--- config.mk ---
export PLATFORM = sky130hd
export DESIGN_NAME = mux_onehot
export DESIGN_NICKNAME = d
export VERILOG_FILES = /design/src/rtl/mux_onehot.sv
export SDC_FILE = /design/constraint.sdc
export NUM_CORES = 1
export LEC_CHECK = 0
export ABC_CLOCK_PERIOD_IN_PS = 1600
export CORE_MARGIN = 1.5
export CORE_UTILIZATION = 24
export CTS_CLUSTER_SIZE = 25
export DETAILED_ROUTE_END_ITERATION = 12
export PLACE_DENSITY_LB_ADDON = 0.05
export SETUP_SLACK_MARGIN = 0.5
export SYNTH_ARGS = -nofsm -noshare
export SYNTH_HDL_FRONTEND = slang
export SYNTH_SLANG_ARGS = --single-unit
--- constraint.sdc ---
create_clock -name clk_i -period 1.6 [get_ports clk_i]
set_clock_uncertainty 0.1 [all_clocks]
set_input_delay 0.32 -clock clk_i [delete_from_list [all_inputs] [get_ports clk_i]]
set_output_delay 0.32 -clock clk_i [all_outputs]
set_load 0.01 [all_outputs]
--- src/rtl/mux_onehot.sv ---
// ---------------------------------------------------------------------------
// mux_onehot
//
// One-hot-select multiplexer with a one-deep registered output stage and a
// sticky select-legality monitor. The datapath is a plain AND-OR reduction:
// every word is gated by its select bit and the gated words are ORed. There
// is no priority, so a multi-hot select yields the OR of the selected words.
//
// Parameters
//   InputWidth  number of data words and width of the one-hot select (>= 1)
//   DataWidth   bits per data word (>= 1)
//
// Ports
//   clk_i         clock, rising edge
//   rst_ni        asynchronous active-low reset (registered outputs only)
//   sel_i         one-hot select, bit i picks data_i[i]
//   data_i        packed array of InputWidth words
//   valid_i       qualifies sel_i/data_i for the register stage and monitor
//   err_clr_i     synchronous clear of err_sticky_o (a same-cycle set wins)
//   data_o        combinational mux result
//   sel_zero_o    combinational, no select bit set
//   sel_multi_o   combinational, two or more select bits set
//   data_q_o      data_o captured on edges where valid_i=1, held otherwise
//   valid_q_o     valid_i delayed by one cycle
//   err_sticky_o  set once an illegal select is seen while valid_i=1
//
// Build option
//   MUX_ONEHOT_ASSERT_EN  when defined, compiles simulation-only checks that
//                         a valid select is one-hot and that both
//                         parameters are at least 1. Logic and ports are the
//                         same either way.
// ---------------------------------------------------------------------------
module mux_onehot #(
    parameter int InputWidth = 8,
    parameter int DataWidth  = 8
) (
    input  logic                                  clk_i,
    input  logic                                  rst_ni,
    input  logic [InputWidth-1:0]                 sel_i,
    input  logic [InputWidth-1:0][DataWidth-1:0]  data_i,
    input  logic                                  valid_i,
    input  logic                                  err_clr_i,
    output logic [DataWidth-1:0]                  data_o,
    output logic                                  sel_zero_o,
    output logic                                  sel_multi_o,
    output logic [DataWidth-1:0]                  data_q_o,
    output logic                                  valid_q_o,
    output logic                                  err_sticky_o
);

    // Running chains indexed by "words examined so far". Entry 0 is the
    // empty prefix; entry InputWidth covers the whole select vector.
    logic [InputWidth:0][DataWidth-1:0] or_chain;
    logic [InputWidth:0]                seen_one;
    logic [InputWidth:0]                seen_two;

    assign or_chain[0] = '0;
    assign seen_one[0] = 1'b0;
    assign seen_two[0] = 1'b0;

    generate
        for (genvar gi = 0; gi < InputWidth; gi++) begin : g_chain
            assign or_chain[gi+1] = or_chain[gi] | (data_i[gi] & {DataWidth{sel_i[gi]}});
            assign seen_one[gi+1] = seen_one[gi] | sel_i[gi];
            // A second set bit is detected when a bit is set after one was
            // already seen; no population count needed. With one input this
            // reduces to a constant 0.
            assign seen_two[gi+1] = seen_two[gi] | (seen_one[gi] & sel_i[gi]);
        end
    endgenerate

    assign data_o      = or_chain[InputWidth];
    assign sel_zero_o  = ~seen_one[InputWidth];
    assign sel_multi_o = seen_two[InputWidth];

    // Register stage and sticky error flag
    logic [DataWidth-1:0] data_q_reg;
    logic [DataWidth-1:0] data_q_next;
    logic                 valid_q_reg;
    logic                 err_sticky_reg;
    logic                 err_sticky_next;
    logic                 err_set;

    assign err_set = valid_i & (sel_zero_o | sel_multi_o);

    always_comb begin
        data_q_next     = data_q_reg;
        if (valid_i) begin
            data_q_next = data_o;
        end
        // Set has priority over a simultaneous clear so no event is lost.
        err_sticky_next = err_set | (err_sticky_reg & ~err_clr_i);
    end

    always_ff @(posedge clk_i or negedge rst_ni) begin
        if (!rst_ni) begin
            data_q_reg     <= '0;
            valid_q_reg    <= 1'b0;
            err_sticky_reg <= 1'b0;
        end else begin
            data_q_reg     <= data_q_next;
            valid_q_reg    <= valid_i;
            err_sticky_reg <= err_sticky_next;
        end
    end

    assign data_q_o     = data_q_reg;
    assign valid_q_o    = valid_q_reg;
    assign err_sticky_o = err_sticky_reg;

`ifdef MUX_ONEHOT_ASSERT_EN
    generate
        if (InputWidth < 1 || DataWidth < 1) begin : g_param_check
            $error("mux_onehot: InputWidth and DataWidth must both be >= 1");
        end
    endgenerate

    a_sel_onehot : assert property (
        @(posedge clk_i) disable iff (!rst_ni) valid_i |-> $onehot(sel_i)
    ) else $error("mux_onehot: select not one-hot, sel_i=%b", sel_i);
`else
    // Checks disabled: nothing extra is compiled.
`endif

endmodule

==> results <==
[repair_timing]
action / 4_1_cts / 5_1_grt
setup endpoints to repair: 29 / 29
resized for setup: 114 / 3
pin swaps: 13 / 6
buffers inserted: 9 / 2
[cells in the final DEF, fill, tap and decap left out]
cell / count
sky130_fd_sc_hd__a22oi_1: 27
sky130_fd_sc_hd__a21oi_2: 2
sky130_fd_sc_hd__a221o_1: 1
sky130_fd_sc_hd__nor4_2: 1
sky130_fd_sc_hd__buf_6: 5
sky130_fd_sc_hd__nor2b_1: 1
sky130_fd_sc_hd__dfrtp_1: 10
sky130_fd_sc_hd__or4_4: 1
sky130_fd_sc_hd__a21oi_1: 1
sky130_fd_sc_hd__a211o_1: 3
sky130_fd_sc_hd__clkbuf_8: 1
sky130_fd_sc_hd__clkdlybuf4s15_2: 2
sky130_fd_sc_hd__mux2_2: 5
sky130_fd_sc_hd__clkdlybuf4s15_1: 2
sky130_fd_sc_hd__buf_2: 20
sky130_fd_sc_hd__mux2_4: 3
sky130_fd_sc_hd__clkbuf_4: 3
sky130_fd_sc_hd__nor3_1: 1
sky130_fd_sc_hd__buf_12: 1
sky130_fd_sc_hd__nor2_1: 1
sky130_fd_sc_hd__dlygate4sd2_1: 9
sky130_fd_sc_hd__nand4_1: 8
sky130_fd_sc_hd__a22oi_2: 5
sky130_fd_sc_hd__nand2b_4: 1
sky130_fd_sc_hd__a21boi_0: 1
sky130_fd_sc_hd__o21bai_1: 1
sky130_fd_sc_hd__clkdlybuf4s50_1: 60
sky130_fd_sc_hd__buf_4: 24
sky130_fd_sc_hd__nand2_1: 1
[state kept, by name, summed over array words and instances, names as in the netlist]
| name | flops |
|---|---|
| valid_q_o | 1 |
| err_sticky_o | 1 |
| data_q_o | 8 |
[cell usage after synthesis (all sizes together)]
library cell and n:
a22oi 32, dfrtp 10, mux2 8, nand4 8, clkbuf 6, a211o 3
a21oi 3, buf 3, a21boi 1, a221o 1, nand2 1, nand2b 1
nor2 1, nor2b 1, nor3 1, nor4 1, o21bai 1, or4 1
[metrics by stage]
stage | instances | hold WS, ns | util | instance area [sq um] | setup WS [ns]
floorplan | 83 | -0.0756 | - | 896 | -0.153
global placement | 230 | 0.390 | 0.624 | 1920 | -0.969
global route | 245 | 0.313 | 0.639 | 1970 | -0.336
CTS | 243 | 0.287 | 0.629 | 1940 | -0.302
detailed placement | 230 | 0.395 | 0.624 | 1920 | -1.01
finish | 245 | 0.269 | 0.639 | 1970 | -0.310
[power by group]
group	switching, W	internal (W)
sequential	0.00000931	0.000271
clock	0.0000978	0.000138
combinational	0.000157	0.000284
total	0.000264	0.000693
[worst max-delay path, stage by stage]
cell                       delay [ns]
sky130_fd_sc_hd__buf_6           0.09
sky130_fd_sc_hd__or4_4           0.55
sky130_fd_sc_hd__nand2b_4        0.17
sky130_fd_sc_hd__a21oi_2         0.12
sky130_fd_sc_hd__o21bai_1        0.08
sky130_fd_sc_hd__buf_2           0.15
[final cells by class]
type                            count  area [sq um]
Fill cell                         279          1110
Timing Repair Buffer              123          1080
Multi-Input combinational cell     64           547
Sequential cell                    10           250
Tap cell                           44          55.1
Clock buffer                        4          36.3
[logic make-up after synthesis]
kind of cell,share of synthesized area
compound gates,0.389
buf+inv,0.0444
simple gates,0.135
flops,0.317
mux,0.114
[layer usage]
layer / vias up / track usage / wire length, microns
met1: 564 / 0.242 / 1530
met2: 77 / 0.407 / 2150
met3: 4 / 0.0476 / 458
met5: - / 0 / 0
li1: 586 / - / -
met4: 0 / 0.0571 / 33
[path summary, 6_finish.rpt]
kind                                         start                      end  slack, ns  cells after the start
setup / recovery                          sel_i[3]              sel_multi_o      -0.31                      6
min in group clk_i         data_q_o[4]$_DFFE_PN0P_  data_q_o[4]$_DFFE_PN0P_       0.41                      1
max in group asynchronous                   rst_ni   err_sticky_o$_DFF_PN0_       0.80                      1
hold / removal                              rst_ni  data_q_o[5]$_DFFE_PN0P_       0.27                      1
setup reg to reg           data_q_o[2]$_DFFE_PN0P_  data_q_o[2]$_DFFE_PN0P_       0.62                      2
hold reg to reg            data_q_o[4]$_DFFE_PN0P_  data_q_o[4]$_DFFE_PN0P_       0.41                      1
==> flow_metrics.tcl <==
set metrics [dict create \
    max-cap-violations 0 \
    slew_violations 0 \
    initial_cell_density_of_the_core 0.256 \
    cp-start-kind "input pin" \
    tritoncts_clock_tree "built" \
    post_drt_wl_per_cell_microns 17.0 \
    clock_tree.buffer_depth 2 \
    report.final.hold_viol_count 0 \
    synthTopCellsByArea "sky130_fd_sc_hd__dfrtp_1, sky130_fd_sc_hd__a22oi_1, sky130_fd_sc_hd__mux2_2, sky130_fd_sc_hd__nand4_1, sky130_fd_sc_hd__a211o_1" \
    port-buffer-count 95 \
    fmax_mhz 524 \
    end_kind "output port" \
    antenna_violating_nets_post_route 0 \
    synth.yosys.seq_area_share 0.317 \
    synthesis.nets 159 \
    finalPower_w 0.000957 \
    worst-path-max-fanout 3 \
    via_count 1231 \
    grt_first_pass_wirelength_mm 5.80 \
    grt_pass1_vias 1203 \
    drive_gt1_frac 0.368 \
    drt_drc_violations_left 0 \
    result_of_the_run "complete, but fails checks" \
    hold_path.class "input pin to asynchronous set/reset pin" \
    flow.area_growth_from_synthesis_pct 150 \
    drt-total-wl_mm 4.16 \
    syn_inst 83 \
    synth_largest_area_cell "sky130_fd_sc_hd__dfrtp_1" \
    finalSetupViolCount 13 \
    tightestPinTransition_ns 0.480 \
    worst-endpoint-arrival_ns 1.49 \
    die_h_microns 60.3 \
    cp.required_ns 1.18 \
    drt_pre_antenna_iters 4 \
    final_critical_path_setup_slack_ns -0.310 \
    synth_largest_type_area_fraction 0.317 \
    coreArea_sq_mm 0.00308 \
    syn_area_per_cell_sq_um 9.50 \
    finalCritPeriodShare 1.19 \
    failed_checks "setup timing" \
    dp_hpwl_mm 3.20 \
    clock_insertion_delay_worst_skew_ns 0.27 \
    floorplan.die.width_microns 60.3 \
    number_of_diodes 0 \
    cts.htree.levels 1 \
    fin_setup_tns_ns -1.81 \
    syn-cell-area_sq_um 788 \
    antenna_violations_before_repair 0 \
    maxSlewHeadroom 0.679 \
    synthDistinctLibCells 19 \
    die_area_sq_mm 0.00364 \
    tritoncts.num_buffers 3 \
    gp_routability_congestion 0.753 \
    grt_remaining_overflow 0 \
    vdd.ir_drop.worst_mv 0.294 \
    synthesis.yosys.warnings 0 \
    gr-usage-all-layers 0.216 \
    routed_vias_inst 5.02 \
    ys_ff_latch 10 \
    placement_rows 20 \
    crit_type "input pin to output port" \
    cellLeakagePower_nw 0.803 \
    min_period_ns 1.91 \
    power-per-cell-area_mw_per_mm2 487 \
    drt_first_iter_violations 53 \
    io_pins 96 \
    ctsHoldBuffers 0 \
    nNetsFinal 278 \
    ctsRootBufferMaster "sky130_fd_sc_hd__clkbuf_4" \
    rsz0062_at_grt "true" \
    clk_transition_reported_paths_ns 0.08 \
    numClockSinks 10 \
    maximum_number_of_pins_on_one_net_before_global_route_repair 13 \
]
Note: power is estimated with default switching activity, not from simulation.
